File: config.mk
export PLATFORM = sky130hd
export DESIGN_NAME = player_motion_ctrl
export DESIGN_NICKNAME = d
export VERILOG_FILES = /design/src/rtl/player_motion_ctrl.sv
export SDC_FILE = /design/constraint.sdc
export NUM_CORES = 1
export LEC_CHECK = 0
export CAP_MARGIN = 20
export CORE_ASPECT_RATIO = 1.2
export CORE_MARGIN = 4
export CORE_UTILIZATION = 44
export DETAILED_ROUTE_END_ITERATION = 12
export PLACE_DENSITY_LB_ADDON = 0.12
export REMOVE_ABC_BUFFERS = 1
export SYNTH_ARGS = -nofsm -noshare
export SYNTH_HDL_FRONTEND = slang
export SYNTH_SLANG_ARGS = --single-unit
File: constraint.sdc
create_clock -name clk -period 2.6 [get_ports clk]
set_input_delay 0.39 -clock clk [delete_from_list [all_inputs] [get_ports clk]]
set_output_delay 0.39 -clock clk [all_outputs]
set_load 0.01 [all_outputs]
File: src/rtl/player_motion_ctrl.sv
// Player sprite controller: jump arc, clamped walking, airborne flag and sprite-table word.
// Optional feature macro: PLAYER_DOUBLE_JUMP_EN (one extra jump while airborne).
module player_motion_ctrl #(
    parameter int unsigned START_X   = 80,
    parameter int unsigned GROUND_Y  = 350,
    parameter int unsigned MIN_Y     = 32,
    parameter int unsigned X_MIN     = 0,
    parameter int unsigned X_MAX     = 608,
    parameter int unsigned H_PERIOD  = 400000,
    parameter int unsigned T_START   = 100000,
    parameter int unsigned T_STEP    = 10000,
    parameter int unsigned T_MAX     = 800000,
    parameter int unsigned T_TERM    = 250000,
    parameter int unsigned TW        = 20,
    parameter logic [4:0]  SPRITE_ID = 5'b10000
) (
    input  logic        clk,
    input  logic        reset,
    input  logic        up,
    input  logic        left,
    input  logic        right,
    input  logic        game_over,
    output logic [9:0]  pos_x,
    output logic [9:0]  pos_y,
    output logic        airborne,
    output logic [31:0] dina,
    output logic [2:0]  addr
);

    localparam int unsigned PW = 10;
    localparam int unsigned HW = (H_PERIOD > 1) ? $clog2(H_PERIOD) : 1;

    typedef enum logic [1:0] {
        ST_GROUND = 2'd0,
        ST_RISE   = 2'd1,
        ST_FALL   = 2'd2
    } state_e;

    state_e        state_q, state_d;
    logic [PW-1:0] x_q, x_d;
    logic [PW-1:0] y_q, y_d;
    logic [TW-1:0] timer_q, timer_d;
    logic [TW-1:0] period_q, period_d;
    logic [HW-1:0] h_cnt_q, h_cnt_d;
    logic          up_q;
    logic          airborne_q, airborne_d;
    logic          up_edge;
    logic [TW-1:0] fall_period;
    logic [2:0]    row_c, col_c;
`ifdef PLAYER_DOUBLE_JUMP_EN
    logic          dj_used_q, dj_used_d;
`endif

    assign up_edge = up & ~up_q;

    always_ff @(posedge clk or posedge reset) begin
        if (reset) begin
            state_q    <= ST_GROUND;
            x_q        <= PW'(START_X);
            y_q        <= PW'(GROUND_Y);
            timer_q    <= '0;
            period_q   <= '0;
            h_cnt_q    <= '0;
            up_q       <= 1'b0;
            airborne_q <= 1'b0;
        end else begin
            state_q    <= state_d;
            x_q        <= x_d;
            y_q        <= y_d;
            timer_q    <= timer_d;
            period_q   <= period_d;
            h_cnt_q    <= h_cnt_d;
            up_q       <= up;
            airborne_q <= airborne_d;
        end
    end

`ifdef PLAYER_DOUBLE_JUMP_EN
    always_ff @(posedge clk or posedge reset) begin
        if (reset) begin
            dj_used_q <= 1'b0;
        end else begin
            dj_used_q <= dj_used_d;
        end
    end
`endif

    // Horizontal walk: one step per H_PERIOD cycles while exactly one direction is held.
    always_comb begin
        h_cnt_d = h_cnt_q;
        x_d     = x_q;
        if (!game_over) begin
            if (left ^ right) begin
                if (h_cnt_q == HW'(H_PERIOD - 1)) begin
                    h_cnt_d = '0;
                    if (right && (x_q < PW'(X_MAX))) begin
                        x_d = x_q + PW'(1);
                    end else if (left && (x_q > PW'(X_MIN))) begin
                        x_d = x_q - PW'(1);
                    end
                end else begin
                    h_cnt_d = h_cnt_q + HW'(1);
                end
            end else begin
                h_cnt_d = '0;
            end
        end
    end

    // Vertical arc: a step fires when the timer has counted down to zero.
    always_comb begin
        state_d     = state_q;
        y_d         = y_q;
        timer_d     = timer_q;
        period_d    = period_q;
        fall_period = period_q;
`ifdef PLAYER_DOUBLE_JUMP_EN
        dj_used_d   = dj_used_q;
`endif
        if (!game_over) begin
            case (state_q)
                ST_GROUND: begin
                    if (up_edge) begin
                        state_d  = ST_RISE;
                        period_d = TW'(T_START);
                        timer_d  = TW'(T_START);
                    end
                end
                ST_RISE: begin
                    if (timer_q != '0) begin
                        timer_d = timer_q - TW'(1);
                    end else begin
                        if (y_q > PW'(MIN_Y)) begin
                            y_d = y_q - PW'(1);
                        end
                        if (period_q <= TW'(T_MAX)) begin
                            period_d = period_q + TW'(T_STEP);
                            timer_d  = period_q + TW'(T_STEP);
                        end else begin
                            state_d  = ST_FALL;
                            period_d = TW'(T_MAX);
                            timer_d  = TW'(T_MAX);
                        end
                    end
                end
                ST_FALL: begin
                    if (timer_q != '0) begin
                        timer_d = timer_q - TW'(1);
                    end else if (({1'b0, y_q} + 11'd1) >= 11'(GROUND_Y)) begin
                        y_d     = PW'(GROUND_Y);
                        state_d = ST_GROUND;
                        timer_d = '0;
`ifdef PLAYER_DOUBLE_JUMP_EN
                        dj_used_d = 1'b0;
`endif
                    end else begin
                        y_d = y_q + PW'(1);
                        if (period_q > TW'(T_TERM)) begin
                            fall_period = period_q - TW'(T_STEP);
                        end
                        period_d = fall_period;
                        timer_d  = fall_period;
                    end
                end
                default: begin
                    state_d = ST_GROUND;
                end
            endcase
`ifdef PLAYER_DOUBLE_JUMP_EN
            // The extra jump overrides whatever step fires in the same cycle.
            if (up_edge && (state_q != ST_GROUND) && !dj_used_q) begin
                state_d   = ST_RISE;
                period_d  = TW'(T_START);
                timer_d   = TW'(T_START);
                dj_used_d = 1'b1;
            end
`endif
        end
        airborne_d = (state_d != ST_GROUND);
    end

    // Sprite frame selection; the freeze pose wins over the arc pose.
    always_comb begin
        row_c = 3'd0;
        col_c = 3'd0;
        if (game_over) begin
            row_c = 3'd1;
        end else if (state_q == ST_RISE) begin
            col_c = 3'd1;
        end else if (state_q == ST_FALL) begin
            row_c = 3'd1;
            col_c = 3'd1;
        end
    end

    assign pos_x    = x_q;
    assign pos_y    = y_q;
    assign airborne = airborne_q;
    assign dina     = {SPRITE_ID, 1'b0, x_q, y_q, row_c, col_c};
    assign addr     = 3'd0;

endmodule

==> results of run 1 <==
==> layout make-up <==
class                      instances  area, um^2  share of cell area
multi-input combinational        652        4130               0.489
sequential                        83        2090               0.248
timing repair buffer             187        1550               0.184
tap                              200         250              0.0297
clock buffer                      12         246              0.0292
inverter                          31         118              0.0139
clock inverter                     4        51.3             0.00608
==> metrics by stage <==
stage,power (W),area (um^2),setup WS [ns]
floorplan,0.00167,6150,-1.01
global placement,0.00187,7880,-0.203
detailed placement,0.00188,7880,-0.214
CTS,0.00321,8200,-0.0708
global route,0.00333,8430,-0.0992
finish,0.00319,8430,0.0206
==> where the power goes <==
part	switching [W]	internal (W)	total, W
logic	0.000264	0.000206	0.000471
registers	0.0000515	0.00135	0.00141
clock network	0.000540	0.000772	0.00131
total	0.000856	0.00233	0.00319
==> worst paths after layout <==
| kind | startpoint | to | cells past startpoint |
|---|---|---|---|
| worst min-delay path | reset | pos_y[9]$_DFFE_PP0P_ | 2 |
| worst max-delay path | pos_y[1]$_DFFE_PP1P_ | period_q[18]$_DFFE_PP0P_ | 10 |
| worst max register to register | pos_y[1]$_DFFE_PP1P_ | period_q[18]$_DFFE_PP0P_ | 10 |
| max in group asynchronous | reset | timer_q[13]$_DFFE_PP0P_ | 3 |
| min in group clk | pos_x[4]$_DFFE_PP1P_ | pos_x[4]$_DFFE_PP1P_ | 2 |
| worst min register to register | pos_x[4]$_DFFE_PP1P_ | pos_x[4]$_DFFE_PP1P_ | 2 |
==> what timing repair did <==
action                                  4_1_cts  5_1_grt
buffers inserted                              0       10
endpoints found under the setup margin       21       50
pin swaps                                     0        9
gates resized for setup                       5       41
==> layer usage <==
layer / GRT usage / vias to the layer above / share of wire
li1: - / 3213 / -
met4: 0.0959 / 0 / 0.026
met3: 0.0327 / 38 / 0.052
met2: 0.418 / 236 / 0.50
met5: 0 / - / 0
met1: 0.307 / 3224 / 0.42
==> worst max-delay path, cell delays in order, from the launching register on <==
cell and delay [ns]:
dfstp_2 0.58, ha_4 0.14, nand4_1 0.26, xnor2_1 0.23
nor3_2 0.24, a21oi_2 0.09, buf_4 0.16, a21boi_2 0.19
buf_4 0.22, nor3_1 0.07, a221o_1 0.28
==> sequential cells by signal (all words and copies together), names as in the netlist <==
signal and cells:
pos_x 10, timer_q 20, period_q 20, h_cnt_q 19
state_q 2, up_q 1, airborne 1, pos_y 10
==> cells in the mapped netlist (12+ instances only) <==
library cell,number,share of area
o21ai_0,79,0.060
inv_1,31,0.018
o31ai_1,12,0.014
dfrtp_1,75,0.29
xor2_1,20,0.027
nand3_1,35,0.027
nor3_1,25,0.019
nand2_1,86,0.049
nor2_1,76,0.043
a21oi_1,67,0.051
ha_1,23,0.044
xnor2_1,23,0.031
buf_4,33,0.038
clkbuf_1,37,0.021
==> kinds of logic (layout without fill, tap and decap cells) <==
| family | after synthesis | count (layout) | synth area share |
|---|---|---|---|
| buffers and inverters | 114 | 234 | 0.0873 |
| other | 2 | 13 | 0.00114 |
| xor gates and xnor gates | 43 | 43 | 0.0573 |
| muxes | 8 | 8 | 0.0131 |
| DFF | 83 | 83 | 0.318 |
| and+or+nand+nor | 317 | 317 | 0.240 |
| adders and majority gates | 24 | 24 | 0.0469 |
| AOI/OAI and AO/OA | 247 | 247 | 0.237 |
==> results.tsv, run 1 <==
stage	metric	value	unit
routing	drc	0	
power	irDropWorstVdd	0.244	mV
cells_and_area	fin_cells	1169	
cells_and_area	area_delta_synth_final	28.4	%
routing	via_per_inst	5.74	
cells_and_area	n_antenna_cell	0	
global_route	antenna_found_initial	0	
cts	h-tree-depth	3	
timing	min_period	2.58	ns
timing	slew_viol_final	0	
setup_path	cp_max_fo	7	
floorplanning	die_w	120	um
setup_path	end_kind	register	
place	globalplace.congestion	1.01	
synthesis	ys_async_sr_fraction	1.00	
cells_and_area	finish.utilization	0.580	
timing	fin_crit_sh	0.992	
cells_and_area	drive_above_1_share	0.222	
synthesis	synth_cells	838	
timing	setup_viol	0	
flow_run	maxCapViolCount	0	
synthesis	ys_types	74	
cts	root_buffer	clkbuf_16	
min_path	min_path_type	in -> async	
timing	rsz0062_at_grt	yes	
timing	clock-skew-final	0.0104	ns
timing	fin_hold_ws	0.387	ns
place	dp_cells	1143	
cts	clk_latency	0.35	ns
timing	fin_setup_tns	0	ns
synthesis	seq_area_frac_synth	0.318	
routing	drt_first_pass_iters	8	
global_route	gr-total-overflow	0	
power	power_density	378	mW/mm^2
floorplanning	dieArea	0.0170	mm^2
setup_path	cp.required	2.83	ns
cts	clk_pin_slew	0.06	ns
place	dpl.hpwl	15300	um
routing	wirelength	20700	um
timing	fmax	0.388	GHz
cells_and_area	fillers	1365	
synthesis	synth_ff_type	dfrtp_1	
synthesis	synth-seq-cells	83	
timing	worstMarginPinSlew	0.525	ns
timing	hold_viol	0	
floorplanning	pin_count	62	
cells_and_area	layout_common_cells	buf_4 (136), nand2_1 (85), nor2_1 (76), dfrtp_1 (75), o21ai_0 (71)	
global_route	grt_pass1_vias	6568	
floorplanning	core_area	0.0145	mm^2
timing	maxSlewHeadroom	0.649	
routing	vias	6711	
floorplanning	die_h	142	um
routing	drt_first_iter_violations	466	
power	leakage	3.58	nW
cts	clockBufferDepth	2	
setup_path	cp_data_arrival_time	2.81	ns
global_route	track_usage	0.242	
cts	cts_made_buffers	9	
cts	tritoncts	done	
routing	drtAntennaViolNets	0	
synthesis	syn-cell-area	0.00657	mm^2
cells_and_area	final_common_cell	buf_4	
floorplanning	rows	48	
global_route	grt_max_degree	31	
cells_and_area	final_nets	994	
cts	cts_hold_buf	0	
synthesis	yosysWarnings	0	
global_route	grt_pass1_wl	33000	um
routing	avgRoutedWirePerCell	17.7	um
setup_path	crit_type	reg -> reg	
floorplanning	start_util	0.452	
run_status	status	completed	
synthesis	synth-edff-count	0	
setup_path	r2r_slack	0.02	ns
place	port_buffers	48	
setup_path	worst_setup_path_start_kind	register	
synthesis	avgSynthCellArea	7.84	um^2
cts	clkSinkCount	83	
No activity file was read; power rests on OpenSTA's default activity.
==> inputs of run 2 (changes only) <==
HOLD_SLACK_MARGIN = 0.03   (was default)
==> results of run 2 <==
The final DEF is identical to that of run 1; final timing and power are the same.
